`src/rtl/dmem_responder.sv`:
```
// Word-addressed data-memory responder with configurable access latency.
// One outstanding request; valid/ready handshakes on both the request and response sides.
module dmem_responder #(
    parameter int DEPTH       = 64,
    parameter int WAIT_CYCLES = 2
) (
    input  logic        clk,
    input  logic        reset,
    input  logic        req_valid,
    output logic        req_ready,
    input  logic        req_we,
    input  logic [31:0] req_addr,
    input  logic [31:0] req_wdata,
    input  logic [3:0]  req_be,
    output logic        rsp_valid,
    input  logic        rsp_ready,
    output logic [31:0] rsp_rdata,
    output logic        rsp_err
);

    localparam int CNT_W = (WAIT_CYCLES > 0) ? $clog2(WAIT_CYCLES + 1) : 1;
    localparam int IDX_W = (DEPTH > 1) ? $clog2(DEPTH) : 1;
    localparam logic [CNT_W-1:0] CNT_INIT = (WAIT_CYCLES > 0) ? CNT_W'(WAIT_CYCLES - 1) : '0;
    localparam logic [29:0] DEPTH_W = 30'(DEPTH);

    typedef enum logic [1:0] {
        S_IDLE = 2'd0,
        S_WAIT = 2'd1,
        S_RESP = 2'd2
    } state_t;

    state_t            state_q, state_d;
    logic [CNT_W-1:0]  cnt_q, cnt_d;
    logic              req_ready_q, req_ready_d;
    logic              rsp_valid_q, rsp_valid_d;
    logic [31:0]       rsp_rdata_q, rsp_rdata_d;
    logic              rsp_err_q, rsp_err_d;
    logic              lat_we_q, lat_we_d;
    logic [31:0]       lat_addr_q, lat_addr_d;
    logic [31:0]       lat_wdata_q, lat_wdata_d;
    logic [3:0]        lat_be_q, lat_be_d;

    logic              acc_we;
    logic [31:0]       acc_addr;
    logic [31:0]       acc_wdata;
    logic [3:0]        acc_be;
    logic              acc_err;
    logic [IDX_W-1:0]  acc_idx;
    logic              do_access;
    logic              mem_we;

    logic [31:0]       mem [DEPTH];

    assign req_ready = req_ready_q;
    assign rsp_valid = rsp_valid_q;
    assign rsp_rdata = rsp_rdata_q;
    assign rsp_err   = rsp_err_q;

    // With zero wait cycles the access happens on the accept edge, so it must use the live request.
    always_comb begin
        acc_we    = lat_we_q;
        acc_addr  = lat_addr_q;
        acc_wdata = lat_wdata_q;
        acc_be    = lat_be_q;
        if (state_q == S_IDLE) begin
            acc_we    = req_we;
            acc_addr  = req_addr;
            acc_wdata = req_wdata;
            acc_be    = req_be;
        end
        acc_err = (acc_addr[1:0] != 2'b00) || (acc_addr[31:2] >= DEPTH_W);
        acc_idx = acc_addr[IDX_W+1:2];
    end

    always_comb begin
        // NOTE: every signal gets a default first so no path leaves it unassigned (no latches).
        state_d     = state_q;
        cnt_d       = cnt_q;
        req_ready_d = req_ready_q;
        rsp_valid_d = rsp_valid_q;
        rsp_rdata_d = rsp_rdata_q;
        rsp_err_d   = rsp_err_q;
        lat_we_d    = lat_we_q;
        lat_addr_d  = lat_addr_q;
        lat_wdata_d = lat_wdata_q;
        lat_be_d    = lat_be_q;
        do_access   = 1'b0;

        case (state_q)
            S_IDLE: begin
                req_ready_d = 1'b1;
                if (req_valid && req_ready_q) begin
                    lat_we_d    = req_we;
                    lat_addr_d  = req_addr;
                    lat_wdata_d = req_wdata;
                    lat_be_d    = req_be;
                    req_ready_d = 1'b0;
                    if (WAIT_CYCLES == 0) begin
                        do_access = 1'b1;
                        state_d   = S_RESP;
                    end else begin
                        state_d = S_WAIT;
                        cnt_d   = CNT_INIT;
                    end
                end
            end
            S_WAIT: begin
                if (cnt_q == '0) begin
                    do_access = 1'b1;
                    state_d   = S_RESP;
                end else begin
                    cnt_d = cnt_q - CNT_W'(1);
                end
            end
            S_RESP: begin
                if (rsp_ready) begin
                    state_d     = S_IDLE;
                    rsp_valid_d = 1'b0;
                    rsp_rdata_d = '0;
                    rsp_err_d   = 1'b0;
                    req_ready_d = 1'b1;
                end
            end
            default: begin
                state_d = S_IDLE;
            end
        endcase

        if (do_access) begin
            rsp_valid_d = 1'b1;
            rsp_err_d   = acc_err;
            rsp_rdata_d = (!acc_err && !acc_we) ? mem[acc_idx] : '0;
        end
    end

    assign mem_we = do_access && acc_we && !acc_err;

    // NOTE: sequential state uses non-blocking assignments so all flops update together.
    always_ff @(posedge clk or negedge reset) begin
        if (!reset) begin
            state_q     <= S_IDLE;
            cnt_q       <= '0;
            req_ready_q <= 1'b0;
            rsp_valid_q <= 1'b0;
            rsp_rdata_q <= '0;
            rsp_err_q   <= 1'b0;
            lat_we_q    <= 1'b0;
            lat_addr_q  <= '0;
            lat_wdata_q <= '0;
            lat_be_q    <= '0;
        end else begin
            state_q     <= state_d;
            cnt_q       <= cnt_d;
            req_ready_q <= req_ready_d;
            rsp_valid_q <= rsp_valid_d;
            rsp_rdata_q <= rsp_rdata_d;
            rsp_err_q   <= rsp_err_d;
            lat_we_q    <= lat_we_d;
            lat_addr_q  <= lat_addr_d;
            lat_wdata_q <= lat_wdata_d;
            lat_be_q    <= lat_be_d;
        end
    end

    // NOTE: the storage array has no reset; contents survive reset and map onto plain RAM.
    always_ff @(posedge clk) begin
        if (mem_we) begin
            for (int i = 0; i < 4; i++) begin
                if (acc_be[i]) begin
                    mem[acc_idx][8*i +: 8] <= acc_wdata[8*i +: 8];
                end
            end
        end
    end

endmodule

```
`config.mk`:
```
export PLATFORM = sky130hd
export DESIGN_NAME = dmem_responder
export DESIGN_NICKNAME = d
export VERILOG_FILES = /design/src/rtl/dmem_responder.sv
export SDC_FILE = /design/constraint.sdc
export NUM_CORES = 2
export LEC_CHECK = 0
export CAP_MARGIN = 5
export CORE_AREA = 2 2 534 536
export DETAILED_ROUTE_END_ITERATION = 10
export DIE_AREA = 0 0 536 538
export GPL_TIMING_DRIVEN = 1
export PLACE_DENSITY = 0.53
export SLEW_MARGIN = 20
export SYNTH_ARGS = -nofsm -noshare
export SYNTH_HDL_FRONTEND = slang
export SYNTH_SLANG_ARGS = --single-unit
```
`constraint.sdc`:
```
create_clock -name clk -period 5 [get_ports clk]
set_input_delay 0.75 -clock clk [delete_from_list [all_inputs] [get_ports clk]]
set_output_delay 0.75 -clock clk [all_outputs]
set_load 0.05 [all_outputs]
```
==> reports/metrics.csv <==
metric,value,unit
clk_latency,0.86,ns
worst_pin_slew,1.177,ns
fmax,215.1,MHz
fillers,26947,
hold_viol,0,
finalWeightedCongestion,0.8671,
path_clk_slew,0.06,ns
io-pin-count,108,
antenna_found_initial,16,
ys_async_sr_fraction,5.009,%
synthesis.nets,5886,
post_cts.repair.setup_buffers,0,
crit_type,reg2reg,
cp_max_fo,27,
syn_inst,5812,
cts_made_buffers,213,
fin_crit_sh,92.98,%
cts_tree,yes,
p_per_area,635.3,nW/um^2
synth_top_family_by_area,simple AND/OR/NAND/NOR gates,
nets,6328,
start_util,29.82,%
p_leak,33.07,nW
synth_top_cell_area_share,72.80,%
period_minus_slack,4.649,ns
hold_path_class,reg2reg,
dieArea,288400,um^2
yosys.area.top_type,edfxtp_1,
synth_ff_type,edfxtp_1,
synth_seq_area_share,76.00,%
maxCapViolations,0,
drt_iter0_markers,7306,
drcViolationCount,0,
yosys-top-cells-area,"edfxtp_1 (73%), nand2_1 (5.3%), dfrtp_1 (3.2%)",
mostFrequentLayoutCell,edfxtp_1,
holdWs,0.4766,ns
num_vias,55417,
utilization,35.41,%
grt_max_degree,65,
cts.path.max_buffers,3,
synthDistinctLibCells,83,
slew_headroom,20.97,%
core_area,283200,um^2
gr-total-overflow,0,
io_buffers,107,
cts_max_level,4,
end_kind,flip-flop,
routed_via_density,5.431,
rsz0062_at_grt,false,
synth-compound-area-share,7.942,%
grt_pass1_vias,53434,
grt_use_total,19.55,%
drive_gt1_share,15.91,%
synth_seq_cells,2156,
wl,288.0,mm
cts.root.buffer_cell,clkbuf_16,
ir_drop,0.5605,mV
synth-xor-area-share,0,%
postSynthAreaPerCell,14.53,um^2
synth_area,84470,um^2
cp.required,5.68,ns
synthMuxAreaShare,2.881,%
dieHeight,538,um
yosys.area_share.simple,10.58,%
maxSlewViolCount,0,
fin_total_pwr,0.06371,W
crit_arrival,5.33,ns
cts_sinks,2156,
setup_viol,0,
first_pass_iters,7,
critPathLaunchType,flip-flop,
synth_edf_count,2048,
grt_first_pass_wirelength,408.2,mm
skew,0.04249,ns
antenna_left,0,
yosys_warnings,0,
avgRoutedWirePerCell,28.22,um
hpwl,179.4,mm
final_cell_mix,"edfxtp_1 (2,048), nand2_1 (1,156), buf_4 (478)",
status,"finished, final reports clean",
synthAdderAreaFrac,0.01481,%
rows,196,
fp.dieW,536,um
area_growth,18.72,%
## cells in the mapped netlist, types with 5 or more instances
master,number
mux2i_1,161
a31o_2,5
buf_1,69
o22ai_1,236
a32o_1,8
buf_6,12
a21o_1,6
a21oi_1,127
nor4_1,41
clkbuf_1,95
or3_1,5
a32oi_1,173
nand3_1,251
nand2_1,1191
nand2b_1,5
and3_1,72
and2_1,14
edfxtp_1,2048
buf_4,49
or4_1,17
a31oi_1,156
a222oi_1,9
dfrtp_1,108
mux2_2,71
a22oi_2,8
a211oi_1,70
o21ai_0,24
o22a_1,5
buf_2,201
inv_1,6
nor2_1,142
a22o_1,8
nor3_1,224
a2111oi_0,12
o31ai_1,14
a31o_1,5
o221ai_1,26
nand4_1,57
## repair_timing
action	CTS	global route
gates resized for setup	0	0
hold endpoints to repair	46	0
hold buffers	1	0
## routing by layer
layer / wire [um] / share of wire, % / track usage, %
met2: 132800 / 46 / 30.98
met4: 7965 / 2.8 / 5.601
met5: 76 / 0.026 / 0
met3: 26530 / 9.2 / 3.694
met1: 120600 / 42 / 27.27
## per-stage QoR
stage	instance area, um^2	cells	worst slack [ns]	setup TNS, ns
detailed placement	93340	9800	-0.05809	-0.05809
finish	100300	10204	0.3510	0
CTS	100300	10199	0.4106	0
global placement	93320	9800	-0.1024	-0.1024
floorplan	84470	5812	1.696	0
global route	100300	10200	0.4512	0
## area by class of cell
| class | count | area (um^2) | share of cell area [%] |
|---|---|---|---|
| Sequential cell | 2156 | 64200 | 64.02 |
| Multi-Input combinational cell | 3222 | 18380 | 18.33 |
| Timing Repair Buffer | 655 | 6052 | 6.035 |
| Clock buffer | 271 | 5783 | 5.767 |
| Tap cell | 3762 | 4707 | 4.694 |
| Clock inverter | 127 | 1126 | 1.123 |
| Inverter | 6 | 22.52 | 0.02246 |
| Antenna cell | 5 | 12.51 | 0.01248 |
## sequential cells by signal, summed over array words and instances (netlist names)
name         flops
req_ready        1
state_q          2
lat_addr_q      32
lat_wdata_q     32
rsp_rdata       32
mem           2048
rsp_err          1
lat_we_q         1
rsp_valid        1
cnt_q            2
lat_be_q         4
## critical path, stage by stage, from the launching register on
cell,delay [ns]
dfrtp_1,0.64
buf_4,0.35
o21a_1,0.66
nor2_4,0.22
buf_12,0.26
buf_12,0.20
buf_12,0.18
nand2_1,0.08
a32oi_1,0.31
and3_1,0.33
a311oi_1,0.93
o31ai_1,0.21
## final timing paths
path                            startpoint              end  slack (ns)  depth (start not counted)
worst max-delay path            state_q[1]    rsp_rdata[17]        0.35                         11
worst min-delay path              cnt_q[0]         cnt_q[0]        0.48                          1
worst max register to register  state_q[1]    rsp_rdata[17]        0.35                         11
worst min register to register    cnt_q[0]         cnt_q[0]        0.48                          1
max in group asynchronous            reset   lat_addr_q[18]        3.43                          3
min in group asynchronous            reset  lat_wdata_q[10]        0.53                          2
## cell families after synthesis
kind of cell | after synthesis
buffers and inverters | 434
and+or+nand+nor | 2042
AOI/OAI and AO/OA | 946
DFF | 2156
muxes | 233
adders and majority gates | 1
## where the power goes
| group | total (W) | switching (W) | internal, W |
|---|---|---|---|
| sequential | 0.0239 | 0.000214 | 0.0237 |
| clock | 0.0161 | 0.00696 | 0.00912 |
| combinational | 0.0237 | 0.0178 | 0.00595 |
Power figures use the tool's default switching activity.
